==> config.mk <==
export PLATFORM = sky130hd
export DESIGN_NAME = ble_cmd_decoder
export DESIGN_NICKNAME = d
export VERILOG_FILES = /design/src/rtl/ble_cmd_decoder.sv
export SDC_FILE = /design/constraint.sdc
export NUM_CORES = 1
export LEC_CHECK = 0
export ABC_AREA = 1
export BUFFER_PORTS_ARGS = -buffer_cell sky130_fd_sc_hd__buf_4
export CAP_MARGIN = 20
export CORE_UTILIZATION = 55
export DETAILED_ROUTE_END_ITERATION = 10
export GPL_TIMING_DRIVEN = 0
export PLACE_DENSITY_LB_ADDON = 0.12
export SLEW_MARGIN = 0
export SYNTH_ARGS = -nofsm -noshare
export SYNTH_HDL_FRONTEND = slang
export SYNTH_SLANG_ARGS = --single-unit
==> constraint.sdc <==
create_clock -name clock -period 2.1 [get_ports clock]
set_clock_uncertainty 0.05 [all_clocks]
set_input_delay 0.21 -clock clock [delete_from_list [all_inputs] [get_ports clock]]
set_output_delay 0.21 -clock clock [all_outputs]
set_load 0.05 [all_outputs]
==> src/rtl/ble_cmd_decoder.sv <==
// ble_cmd_decoder: parses SYNC/CMD/DHI/DLO/CHK frames from the BLE UART, updates
// balance-loop configuration registers and returns one ACK/NAK byte per frame.
`default_nettype none

module ble_cmd_decoder #(
  parameter int         TIMEOUT_CYCLES = 1_000_000,
  parameter logic [7:0] SYNC_BYTE      = 8'hA5
) (
  input  logic              clock,
  input  logic              reset,
  input  logic [7:0]        rx_data,
  input  logic              rx_valid,
  output logic [7:0]        tx_data,
  output logic              tx_valid,
  input  logic              tx_ready,
  output logic              tx_overrun,
  output logic signed [8:0] pitch_kP,
  output logic signed [8:0] pitch_kI,
  output logic signed [8:0] pitch_kD,
  output logic signed [8:0] yaw_kP,
  output logic signed [8:0] yaw_kI,
  output logic signed [8:0] yaw_kD,
  output logic signed [8:0] set_pitch,
  output logic signed [8:0] set_yaw,
  output logic              vector_valid,
  output logic              initialize_mpu,
  output logic              motor_enable
);

  localparam logic [7:0] ACK_BYTE = 8'h06;
  localparam logic [7:0] NAK_BYTE = 8'h15;
  localparam int         CNT_W    = (TIMEOUT_CYCLES > 1) ? $clog2(TIMEOUT_CYCLES + 1) : 1;
  localparam logic [CNT_W-1:0] CNT_LAST = CNT_W'(TIMEOUT_CYCLES - 1);

  typedef enum logic [2:0] {
    IDLE    = 3'd0,
    GET_CMD = 3'd1,
    GET_DHI = 3'd2,
    GET_DLO = 3'd3,
    GET_CHK = 3'd4
  } state_t;

  state_t             state;
  logic [CNT_W-1:0]   timeout_cnt;
  logic [7:0]         cmd;
  logic               dhi_lsb;
  logic [7:0]         dlo;
  logic [7:0]         chk_acc;
  logic signed [8:0]  shadow_pitch;
  logic signed [8:0]  shadow_yaw;

  logic signed [8:0]  value;
  logic               mapped;
  logic               good;

  // chk_acc carries CMD^DHI^DLO as the frame arrives, so only DHI[0] needs keeping.
  always_comb begin
    value  = {dhi_lsb, dlo};
    mapped = 1'b0;
    case (cmd)
      8'h00, 8'h01, 8'h02, 8'h03, 8'h04, 8'h05, 8'h06, 8'h07,
      8'h10, 8'h11, 8'h12: mapped = 1'b1;
      default:             mapped = 1'b0;
    endcase
    good = mapped && (rx_data == chk_acc);
  end

  always_ff @(posedge clock) begin
    if (reset) begin
      state          <= IDLE;
      timeout_cnt    <= '0;
      cmd            <= '0;
      dhi_lsb        <= 1'b0;
      dlo            <= '0;
      chk_acc        <= '0;
      shadow_pitch   <= '0;
      shadow_yaw     <= '0;
      pitch_kP       <= '0;
      pitch_kI       <= '0;
      pitch_kD       <= '0;
      yaw_kP         <= '0;
      yaw_kI         <= '0;
      yaw_kD         <= '0;
      set_pitch      <= '0;
      set_yaw        <= '0;
      vector_valid   <= 1'b0;
      initialize_mpu <= 1'b0;
      motor_enable   <= 1'b0;
      tx_data        <= '0;
      tx_valid       <= 1'b0;
      tx_overrun     <= 1'b0;
    end else begin
      vector_valid   <= 1'b0;
      initialize_mpu <= 1'b0;
      if (tx_valid && tx_ready) tx_valid <= 1'b0;

      if (rx_valid) begin
        timeout_cnt <= '0;
        case (state)
          IDLE:    if (rx_data == SYNC_BYTE) state <= GET_CMD;
          GET_CMD: begin cmd <= rx_data; chk_acc <= rx_data; state <= GET_DHI; end
          GET_DHI: begin dhi_lsb <= rx_data[0]; chk_acc <= chk_acc ^ rx_data; state <= GET_DLO; end
          GET_DLO: begin dlo <= rx_data; chk_acc <= chk_acc ^ rx_data; state <= GET_CHK; end
          GET_CHK: begin
            state <= IDLE;
            if (good) begin
              case (cmd)
                8'h00: pitch_kP     <= value;
                8'h01: pitch_kI     <= value;
                8'h02: pitch_kD     <= value;
                8'h03: yaw_kP       <= value;
                8'h04: yaw_kI       <= value;
                8'h05: yaw_kD       <= value;
                8'h06: shadow_pitch <= value;
                8'h07: shadow_yaw   <= value;
                8'h10: initialize_mpu <= 1'b1;
                8'h11: motor_enable <= dlo[0];
                8'h12: begin
                  set_pitch    <= shadow_pitch;
                  set_yaw      <= shadow_yaw;
                  vector_valid <= 1'b1;
                end
                default: ;
              endcase
            end
            // A handshake in this same cycle frees the buffer for the new response.
            if (!tx_valid || tx_ready) begin
              tx_valid <= 1'b1;
              tx_data  <= good ? ACK_BYTE : NAK_BYTE;
            end else begin
              tx_overrun <= 1'b1;
            end
          end
          default: state <= IDLE;
        endcase
      end else if (state != IDLE) begin
        if (timeout_cnt == CNT_LAST) begin
          state       <= IDLE;
          timeout_cnt <= '0;
        end else begin
          timeout_cnt <= timeout_cnt + CNT_W'(1);
        end
      end
    end
  end

endmodule

`default_nettype wire
---- After elaboration in Yosys (flattened, before gate mapping) ----
Memories as Yosys holds them, arrays and structs flattened. A register that Yosys moved wholly into a read port is not among the register bits.
Cells that the tools add are included.
storage, ports and cells
  ROM bits ................................ 32
  bits in writable memories ............... 0
  memories ................................ 1
  logic and storage cells ................. 95
  bits in latches ......................... 0
  flip-flop bits (word level) ............. 151
  output and inout bits ................... 85
cells by class
  add/subtract/negate cells ............... 1
  shifts and indexed selects .............. 0
  bitwise operators ....................... 5
  $mul .................................... 0
  muxes and demuxes ....................... 17
  divide/modulo/power cells ............... 0
  equal/unequal tests ..................... 18
  $lt $le $gt $ge ......................... 0
  reductions and logical operators ........ 31
memories
  name             words  width  read ports  clocked after Yosys merged registers in  wr ports  RTL line  source
  (no name shown)  32     1      1           1                                        0         60        case (cmd)
operators with widths
  cell                   count
  $reduce_and 4->1       10
  $eq 8x3->1 const B     4
  $eq 8x5->1 const B     3
  $add 20x1->20 const B  1
  $eq 20x20->1 const B   1
  $mux 20                1
  $eq 8x2->1 const B     2
  $pmux 8 s2             1
  $mux 5                 3
  $mux 3                 4
  $pmux 3 s4             1
  $reduce_and 3->1       3
  $eq 8x1->1 const B     1
  $eq 8x8->1             1
  $eq 8x8->1 const B     1
  $logic_not 8->1        1
  $reduce_and 2->1       4
  $xor 8x8->8            1
  $mux 1                 7
  $eq 3x2->1 const B     2
  $logic_not 3->1        2
  $reduce_bool 2->1      3
  $not 1->1              4
  $reduce_or 2->1        2
  other kinds (8)        9

---- Longest topological paths before layout ----
Gate-level depths: netlist of run 1.
  depth in word-level cells ............... 5
  depth in mapped cells ................... 11
  gate-level depth less buffers ........... 11

---- Worst setup path before layout of run 1 ----
Ideal clock, no wire load.
  kind .................................... reg2reg
  start point ............................. register timeout_cnt[0]
  end point ............................... register timeout_cnt[15]
  period minus slack after synthesis ...... 1.628 ns
  path buffers ............................ 0
  slack ................................... 0.472 ns
  arrival ................................. 1.460 ns
  data required time ...................... 1.932 ns
  stages on the path, launching flop included .. 11
  cells stage by stage .................... dfxtp_1 > ha_1 > nand2_1 > nor2_1 > nand3_2 > inv_2 > nand3b_2 > nand2_2 > inv_1 > o21ai_1 > nor2_1
on the way
  cells in the longest elaborated chain, start to end .. 2
  elaborated cells on any way between the ends .. 3
ends and longest elaborated chain
  element                                        RTL line  source
  start, declared                                44        logic [CNT_W-1:0] timeout_cnt;
  start signal, assigned                         141       timeout_cnt <= timeout_cnt + CNT_W'(1);
  $add 20x1->20 or $eq 20x20->1 (tied branches)  141, 137
  $mux 20 *                                      137       if (timeout_cnt == CNT_LAST) begin
Every way passes the cells marked *; elsewhere a longest branch is shown, timed or not.
A chain may end at the register's enable or synchronous reset.

---- Final worst setup path of run 1 ----
  start point ............................. register timeout_cnt[0]
  end point ............................... register timeout_cnt[11]
Same word-level chain as after synthesis.

==> results of run 1 <==
where the power goes:
group | total, mW | switching, mW | leakage, nW | internal [mW]
Sequential | 2.83 | 0.0185 | 1.18 | 2.82
Clock | 2.95 | 1.16 | 0.278 | 1.79
Combinational | 0.440 | 0.314 | 2.54 | 0.127
Total | 6.22 | 1.49 | 4.01 | 4.74
state kept, by name (all words and copies together) (netlist names), 3 cells and up, named ones only:
register,flops
yaw_kI,9
dlo,8
pitch_kP,9
tx_data,3
cmd,8
yaw_kP,9
set_yaw,9
timeout_cnt,20
state,3
pitch_kI,9
set_pitch,9
pitch_kD,9
shadow_yaw,9
yaw_kD,9
chk_acc,8
shadow_pitch,9
metrics by stage:
step / std cells / instance area, µm²
after floorplan: 1071 / 7290
after global placement: 1333 / 8180
after detailed placement: 1333 / 8180
after CTS: 1364 / 8750
after global routing: 1364 / 8750
final: 1364 / 8750
critical path: stages (launching register included):
cell	delay, ps
dfxtp_1	370
ha_1	180
nand2_1	70
nor2_2	170
nand3_2	170
inv_2	80
nand3b_2	130
nand2_2	230
inv_1	160
o21ai_1	110
nor2_1	50
layer usage:
layer / part of all wire [%] / GRT usage, %
met5: 0 / 0
met4: 1.8 / 11.6
met3: 5.8 / 5.82
met2: 47 / 46.1
met1: 45 / 34.1
cells in the final DEF (no fill, tap or decap), types with 2 or more instances in the layout:
cell,netlist,routed
nand2_1,236,236
inv_1,205,205
nor2_1,172,171
dfxtp_1,147,147
buf_4,6,96
nand4_1,76,76
o21ai_0,40,40
a21oi_1,28,28
clkbuf_1,18,20
nand3_1,17,17
clkbuf_16,0,17
inv_2,14,14
nor3_1,10,10
buf_6,9,9
nor3b_1,9,9
nor2_4,9,9
nor4_1,8,8
o22ai_1,8,8
nor2_2,5,6
nand4_4,6,6
buf_1,6,6
clkinv_2,1,6
buf_2,4,4
xor2_1,4,4
conb_1,1,4
clkinv_1,3,3
nand3_2,3,3
nor2_8,2,2
nor3_4,2,2
nand3_4,2,2
o21a_1,2,2
nand2_2,2,2
o21ai_1,2,2
xnor2_1,2,2
clkinvlp_4,0,2
bufinv_16,0,2
clkbuf_8,0,2
area by class of cell:
type,count,area (µm²)
plain buffers,43,256
clock inverters,10,109
multi-input cells,657,3240
well taps,172,215
flip-flops and latches,147,2940
inverters,224,847
repair buffers,90,676
clock buffers,21,460
fillers,1138,4030
kinds of logic after synthesis:
logic type | count (synthesis) | share of synthesized area, %
buf+inv | 267 | 15.2
other cells | 1 | 0.0516
simple gates | 563 | 37.4
flops | 147 | 40.5
fa+ha+maj | 1 | 0.172
compound gates | 83 | 6.05
xor+xnor | 6 | 0.722
how the worst max path moves through the flow:
stage	to	startpoint	cells after the start	slack, ps
CTS	timeout_cnt[11]$_SDFFE_PP0N_	timeout_cnt[0]$_SDFFE_PP0N_	10	130
floorplan	timeout_cnt[15]$_SDFFE_PP0N_	timeout_cnt[0]$_SDFFE_PP0N_	10	470
global placement	timeout_cnt[15]$_SDFFE_PP0N_	timeout_cnt[0]$_SDFFE_PP0N_	10	150
finish	timeout_cnt[11]$_SDFFE_PP0N_	timeout_cnt[0]$_SDFFE_PP0N_	10	220
global route	timeout_cnt[11]$_SDFFE_PP0N_	timeout_cnt[0]$_SDFFE_PP0N_	10	30
detailed placement	timeout_cnt[11]$_SDFFE_PP0N_	timeout_cnt[0]$_SDFFE_PP0N_	10	150
timing repair:
| action | in CTS | in global routing |
|---|---|---|
| resized for setup | 0 | 1 |
| endpoints found under the setup margin | 0 | 6 |
| buffers inserted | 0 | 0 |
| hold buffers | 0 | 0 |
==> out/metrics.cfg, run 1 <==
[pwr]
ir_drop_mv = 0.458
finalPower_mw = 6.22
power_leakage_nw = 4.01
power.density_nw_per_um2 = 711

[logic_synthesis]
synth_commonest_cells = nand2_1, inv_1, nor2_1, dfxtp_1, nand4_1
synthTopCellsByArea = dfxtp_1, nand2_1, inv_1, nor2_1, nand4_1
synth_top_area_share_pct = 40.5
synth-seq-cells = 147
synth_area_um2 = 7270
avgSynthCellArea_um2 = 6.81
synth-seq-area-share_pct = 40.5
yosysWarnings = 0
synth_cell_types = 42
synth-edff-count = 0
yosysMostFrequentCell = nand2_1
async_reset_ff_share_pct = 0
ys.flop_type = dfxtp_1
syn_inst = 1068
yosysTopAreaCell = dfxtp_1

[die]
coreArea_um2 = 12800
die_y_um = 117
die_w_um = 117
start_util_pct = 56.9
rows = 41
ios = 97
die_area_um2 = 13700

[critical_path]
crit_path_start_kind = register
path_max_fanout = 10
reg2reg_to = timeout_cnt[11]$_SDFFE_PP0N_
r2r_cells = 10
regToRegSetupSlack_ps = 220
required_ps = 2370
endpoint_kind = register
worst-setup-path-type = reg -> reg
crit_arrival_ps = 2140
r2r-start = timeout_cnt[0]$_SDFFE_PP0N_

[route]
dr_total_vias = 6695
drtAntennaViolNets = 0
wl_mm = 17.5
firstDrtPassIters = 8
drc = 0
vias_per_cell = 4.91
drtIter0Drc = 443
post_drt_wl_per_cell_um = 12.8

[flow_run]
maxCapViolations = 0

[hold_path]
min_from = rx_data[7]
whs_endpoint = dlo[7]$_SDFFE_PP0P_
hp-class = in -> reg
whs_path_depth = 3

[sta]
fin_tns_setup_ps = 0
finalSetupViolations = 0
final.period_utilization_pct = 89.5
rsz0062_at_grt = false
layout_min_cycle_time_ps = 1880
tightest_slew_ps = 717
final-hold-violation-count = 0
fin_hold_ws_ps = 34.2
max_freq_ghz = 0.532
setup_slack_ps = 221
relSlewSlack_pct = 52.2
drv_slew = 0

[grt]
grt_pass1_vias = 6039
track_usage_pct = 27.4
grt_max_degree = 17
grt_pass1_wl_mm = 28.7
antenna_found_initial = 0
overflow = 0

[clock_network]
htree_levels = 4
cts_buffers = 17
clockRootBuffer = clkbuf_16
cts_tree = built
cts.clk_slew.worst_paths_ps = 60
cts_max_path_buffers = 2
clk_latency_ps = 420
cts_sinks = 147

[cells_and_area]
fin_util_pct = 68.5
diodes = 0
area_growth_pct = 20.3
finalNetCount = 1193
layout-drive-gt1-share_pct = 15.9

[placement]
hpwl_mm = 12.2
pre_cts_ws_ps = 154
routabilityCongestion = 0.885
port_buffers = 90

[outcome]
status = complete, no violations

No activity file was read; power rests on OpenSTA's default activity.
==> run 2, diff against run 1 <==
--- a/config.mk
+++ b/config.mk
@@ -8,7 +8,10 @@
 export ABC_AREA = 1
 export BUFFER_PORTS_ARGS = -buffer_cell sky130_fd_sc_hd__buf_4
 export CAP_MARGIN = 20
-export CORE_UTILIZATION = 55
+export CELL_PAD_IN_SITES_DETAIL_PLACEMENT = 0
+export CELL_PAD_IN_SITES_GLOBAL_PLACEMENT = 1
+export CORE_MARGIN = 1.5
+export CORE_UTILIZATION = 41
 export DETAILED_ROUTE_END_ITERATION = 10
 export GPL_TIMING_DRIVEN = 0
 export PLACE_DENSITY_LB_ADDON = 0.12
@@ -16,3 +19,4 @@
 export SYNTH_ARGS = -nofsm -noshare
 export SYNTH_HDL_FRONTEND = slang
 export SYNTH_SLANG_ARGS = --single-unit
+export TNS_END_PERCENT = 50
==> run 2 against run 1 <==
  * Cell area up 1.8%
  * Combinational power increased by 1%
  * Critical path depth stayed put
  * Sequential power is essentially flat
  * Sequential share of layout area down 0.58 points
  * First-iteration DRC count fell by 18%
  * Register-to-register slack better by 30 ps
==> out/metrics.cfg, run 2 (synthesized netlist as in run 1, its figures left out) <==
[grt]
grt_max_degree = 17
overflow = 0
grt_pass1_vias = 6170
grt_pass1_wl_mm = 31.2
track_usage_pct = 21.7
antenna_found_initial = 0

[critical_path]
reg2reg_to = timeout_cnt[15]$_SDFFE_PP0N_
endpoint_kind = register
crit_path_start_kind = register
path_cells = ha_1, nand2_1, nor2_2, nand3_2, inv_2, nand3b_2, nand2_4, inv_1, o21ai_1, nor2_1
worst-setup-path-type = reg -> reg
crit_path_max_incr_delay_ps = 380
r2r_cells = 10
required_ps = 2380
crit_buf_inv = 2
slowest_stage = dfxtp_1
crit_arrival_ps = 2130
regToRegSetupSlack_ps = 250
path_max_fanout = 10
r2r-start = timeout_cnt[0]$_SDFFE_PP0N_
cpLargestDelayFamily = simple AND/OR/NAND/NOR gates

[sta]
relSlewSlack_pct = 51.2
tightest_slew_ps = 731
setup_slack_ps = 252
final.period_utilization_pct = 88.0
layout_min_cycle_time_ps = 1850
final-hold-violation-count = 0
fin_tns_setup_ps = 0
rsz0062_at_grt = false
drv_slew = 0
finalSetupViolations = 0
fin_hold_ws_ps = 29.6
max_freq_ghz = 0.541

[clock_network]
clk_latency_ps = 430
cts_sinks = 147
cts_buffers = 17
hold_buffers = 0
clockRootBuffer = clkbuf_16
cts.clk_slew.worst_paths_ps = 60
htree_levels = 4
cts_max_path_buffers = 2
cts_tree = built

[placement]
port_buffers = 90
placed_cell_area_um2 = 8240
pre_cts_ws_ps = 64.3
routabilityCongestion = 0.822
place_inst = 1386
hpwl_mm = 13.7

[cells_and_area]
diodes = 0
fill_cells = 1832
fin_cells = 1418
mostFrequentLayoutCell = nand2_1
area_growth_pct = 22.4
multi_input_area_um2 = 3250
seqCellArea_um2 = 2940
mostFrequentLayoutCells = nand2_1, inv_1, nor2_1, dfxtp_1, buf_4
finalNetCount = 1193
layout-drive-gt1-share_pct = 15.9
regMostFlops = timeout_cnt
stdcell_area_um2 = 8900
largest_register_ffs = 20

[pwr]
switching_share_pct = 23.0
power.net_switching_mw = 1.53
p_comb_share_pct = 6.7
p_int_mw = 5.14
power_leakage_nw = 4.05
ir_drop_mv = 0.569
power_frac_clock_pct = 50.8
power.density_nw_per_um2 = 749
seqPwrFrac_pct = 42.5

[route]
dr_total_vias = 6632
vias_per_cell = 4.68
drc = 0
post_drt_wl_per_cell_um = 13.5
firstDrtPassIters = 5
drtAntennaViolNets = 0
drtIter0Drc = 363
wl_mm = 19.1

[die]
die_y_um = 136
die_area_um2 = 18600
rows = 48
coreArea_um2 = 17300
ios = 97
start_util_pct = 42.1
die_w_um = 136

[hold_path]
whs_endpoint = dlo[7]$_SDFFE_PP0P_
hp-class = in -> reg
whs_path_depth = 3
min_from = rx_data[7]

[outcome]
status = complete, no violations

[flow_run]
maxCapViolations = 0

==> run 2: routing by layer <==
layer | track usage (%) | part of all wire [%]
met5 | 0 | 0
met3 | 4.03 | 3.5
met1 | 28.3 | 48
met4 | 8.51 | 2.3
met2 | 35.5 | 47
==> run 2: how the worst max path moves through the flow <==
stage,startpoint,endpoint,depth (start not counted)
global route,timeout_cnt[0]$_SDFFE_PP0N_,timeout_cnt[11]$_SDFFE_PP0N_,10
finish,timeout_cnt[0]$_SDFFE_PP0N_,timeout_cnt[15]$_SDFFE_PP0N_,10
CTS,timeout_cnt[0]$_SDFFE_PP0N_,timeout_cnt[15]$_SDFFE_PP0N_,10
floorplan,timeout_cnt[0]$_SDFFE_PP0N_,timeout_cnt[15]$_SDFFE_PP0N_,10
global placement,timeout_cnt[0]$_SDFFE_PP0N_,timeout_cnt[15]$_SDFFE_PP0N_,10
detailed placement,timeout_cnt[0]$_SDFFE_PP0N_,timeout_cnt[15]$_SDFFE_PP0N_,10
==> run 2: metrics by stage <==
| stage | utilization, % | power (mW) |
|---|---|---|
| floorplan | - | 3.22 |
| global placement | 47.7 | 3.34 |
| detailed placement | 47.7 | 3.34 |
| CTS | 51.4 | 6.72 |
| global route | 51.5 | 6.87 |
| finish | 51.5 | 6.67 |
==> run 2: power groups by stage <==
stage,clock [mW],sequential [mW],combinational [mW]
after global placement,0,2.89,0.444
after detailed placement,0,2.89,0.445
final,3.39,2.83,0.446
after floorplan,0,2.89,0.331
after CTS,3.44,2.83,0.446
after global routing,3.54,2.84,0.499
==> run 2: worst register-to-register path, stage by stage, from the launching register on <==
cell      delay (ps)
dfxtp_1          380
ha_1             190
nand2_1           70
nor2_2           170
nand3_2          160
inv_2             80
nand3b_2         150
nand2_4          180
inv_1            150
o21ai_1          110
nor2_1            50
==> run 2: repair_timing <==
item                       CTS  global route
gates resized for setup      0             2
setup endpoints to repair    0             6
setup buffers                0             0
==> run 2: cell type report <==
class	instances	share of cell area, %
buffer	43	2.88
clock buffer	22	5.33
clock inverter	10	2.00
inverter	224	9.52
multi-input combinational	657	36.5
sequential	147	33.1
tap	225	3.16
timing repair buffer	90	7.59
==> run 3, diff against run 2 <==
==> constraint.sdc (replaced) <==
create_clock -name clock -period 1.9 [get_ports clock]
set_clock_uncertainty 0.05 [all_clocks]
set_input_delay 0.19 -clock clock [delete_from_list [all_inputs] [get_ports clock]]
set_output_delay 0.19 -clock clock [all_outputs]
set_load 0.05 [all_outputs]
==> run 3 against run 2 <==
  * Fmax is 5.7% higher
  * Wire length is 0.18% higher
  * Setup slack worse by 100 ps
  * Final cell count is 0.21% higher
  * Utilization is 0.34 points higher
  * Flip-flop and latch count stayed put
  * Total power is 11% higher
==> out/metrics.cfg, run 3 (synthesized netlist as in run 1, its figures left out) <==
[cells_and_area]
seqCellArea_um2 = 2940
regMostFlops = timeout_cnt
multi_input_area_um2 = 3270
mostFrequentLayoutCells = nand2_1, inv_1, nor2_1, dfxtp_1, buf_4
area_growth_pct = 23.2
mostFrequentLayoutCell = nand2_1
fin_cells = 1421
layout-drive-gt1-share_pct = 16.5
stdcell_area_um2 = 8960
fin_util_pct = 51.8
fill_cells = 1833
diodes = 0
finalNetCount = 1196
largest_register_ffs = 20

[critical_path]
path_max_fanout = 10
startpoint = state[1]$_SDFFE_PP0P_
cp-endpoint = pitch_kP[6]$_SDFFE_PP0P_
reg2reg_to = pitch_kP[6]$_SDFFE_PP0P_
required_ps = 2210
worst-setup-path-type = reg -> reg
r2r_cells = 9
endpoint_kind = register
r2r-start = state[1]$_SDFFE_PP0P_
regToRegSetupSlack_ps = 150
crit_path_start_kind = register
crit_arrival_ps = 2060

[placement]
port_buffers = 90
hpwl_mm = 13.7
routabilityCongestion = 0.822
placed_cell_area_um2 = 8240
place_inst = 1386

[flow_run]
maxCapViolations = 0

[sta]
tightest_slew_ps = 719
final-hold-violation-count = 0
max_freq_ghz = 0.572
relSlewSlack_pct = 52.0
finalSetupViolations = 0
layout_min_cycle_time_ps = 1750
drv_slew = 0
final.period_utilization_pct = 92.0
rsz0062_at_grt = true

[route]
drtAntennaViolNets = 0
post_drt_wl_per_cell_um = 13.5
wl_mm = 19.2
drc = 0
dr_total_vias = 6649
vias_per_cell = 4.68
firstDrtPassIters = 5
drtIter0Drc = 357

[grt]
antenna_found_initial = 0
grt_pass1_wl_mm = 31.2
grt_pass1_vias = 6167
overflow = 0
grt_max_degree = 17
track_usage_pct = 21.7

[pwr]
ir_drop_mv = 0.621
power.density_nw_per_um2 = 824
finalPower_mw = 7.39
power_leakage_nw = 4.09

[hold_path]
whs_path_depth = 3
hp-class = in -> reg
min_from = rx_data[7]

[clock_network]
cts_sinks = 147
hold_buffers = 0
cts.clk_slew.worst_paths_ps = 60
htree_levels = 4
cts_buffers = 17
cts_tree = built
clockRootBuffer = clkbuf_16
cts_max_path_buffers = 2
clk_latency_ps = 430

[die]
rows = 48
ios = 97
die_y_um = 136
coreArea_um2 = 17300
start_util_pct = 42.1
die_area_um2 = 18600
die_w_um = 136

[outcome]
status = complete, no violations

==> run 3: what timing repair did <==
item,4_1_cts,5_1_grt
setup buffers,0,3
endpoints found under the setup margin,6,30
pin swaps,0,1
gates cloned,0,0
gates resized for setup,2,10
==> run 3: how the worst min path moves through the flow <==
| stage | to |
|---|---|
| after global routing | dlo[7]$_SDFFE_PP0P_ |
| after detailed placement | timeout_cnt[7]$_SDFFE_PP0N_ |
| after global placement | timeout_cnt[7]$_SDFFE_PP0N_ |
| after CTS | dlo[5]$_SDFFE_PP0P_ |
| after floorplan | dlo[3]$_SDFFE_PP0P_ |
| final | dlo[7]$_SDFFE_PP0P_ |
==> run 3: through the flow <==
step | TNS (ps) | hold WS [ps] | worst slack [ps]
3_3_place_gp | -876 | 398 | -164
6_report | 0 | 7.81 | 152
3_5_place_dp | -715 | 404 | -136
5_1_grt | -117 | 18.3 | -22.1
2_1_floorplan | 0 | 291 | 272
4_1_cts | 0 | 1.62 | 19.7
==> run 3: worst max-delay path, cell delays in order (launching register included) <==
cell and delay (ps):
dfxtp_1 350, inv_2 100, nand2_4 80, nor2_8 130, nand2_8 120, nor2_4 310
nand4_4 220, nand2_1 140, inv_1 50, nor2_1 110
==> run 3: area by class of cell <==
| type | count | share of cell area (%) |
|---|---|---|
| multi-input combinational | 657 | 36.5 |
| sequential | 147 | 32.9 |
| inverter | 224 | 9.49 |
| timing repair buffer | 93 | 7.79 |
| clock buffer | 22 | 5.29 |
| tap | 225 | 3.14 |
| buffer | 43 | 2.92 |
| clock inverter | 10 | 1.98 |
==> run 3: power by group <==
group	internal [mW]	switching, mW	total [mW]
logic	0.145	0.355	0.500
registers	3.11	0.0203	3.13
clock network	2.43	1.33	3.76
total	5.68	1.70	7.39
==> run 3: routing by layer <==
| layer | GRT usage [%] | vias up | part of all wire [%] |
|---|---|---|---|
| met3 | 4.03 | 32 | 4.1 |
| met4 | 8.51 | 0 | 2.2 |
| li1 | - | 3530 | - |
| met2 | 35.5 | 147 | 46 |
| met1 | 28.3 | 2940 | 47 |
| met5 | 0 | - | 0 |
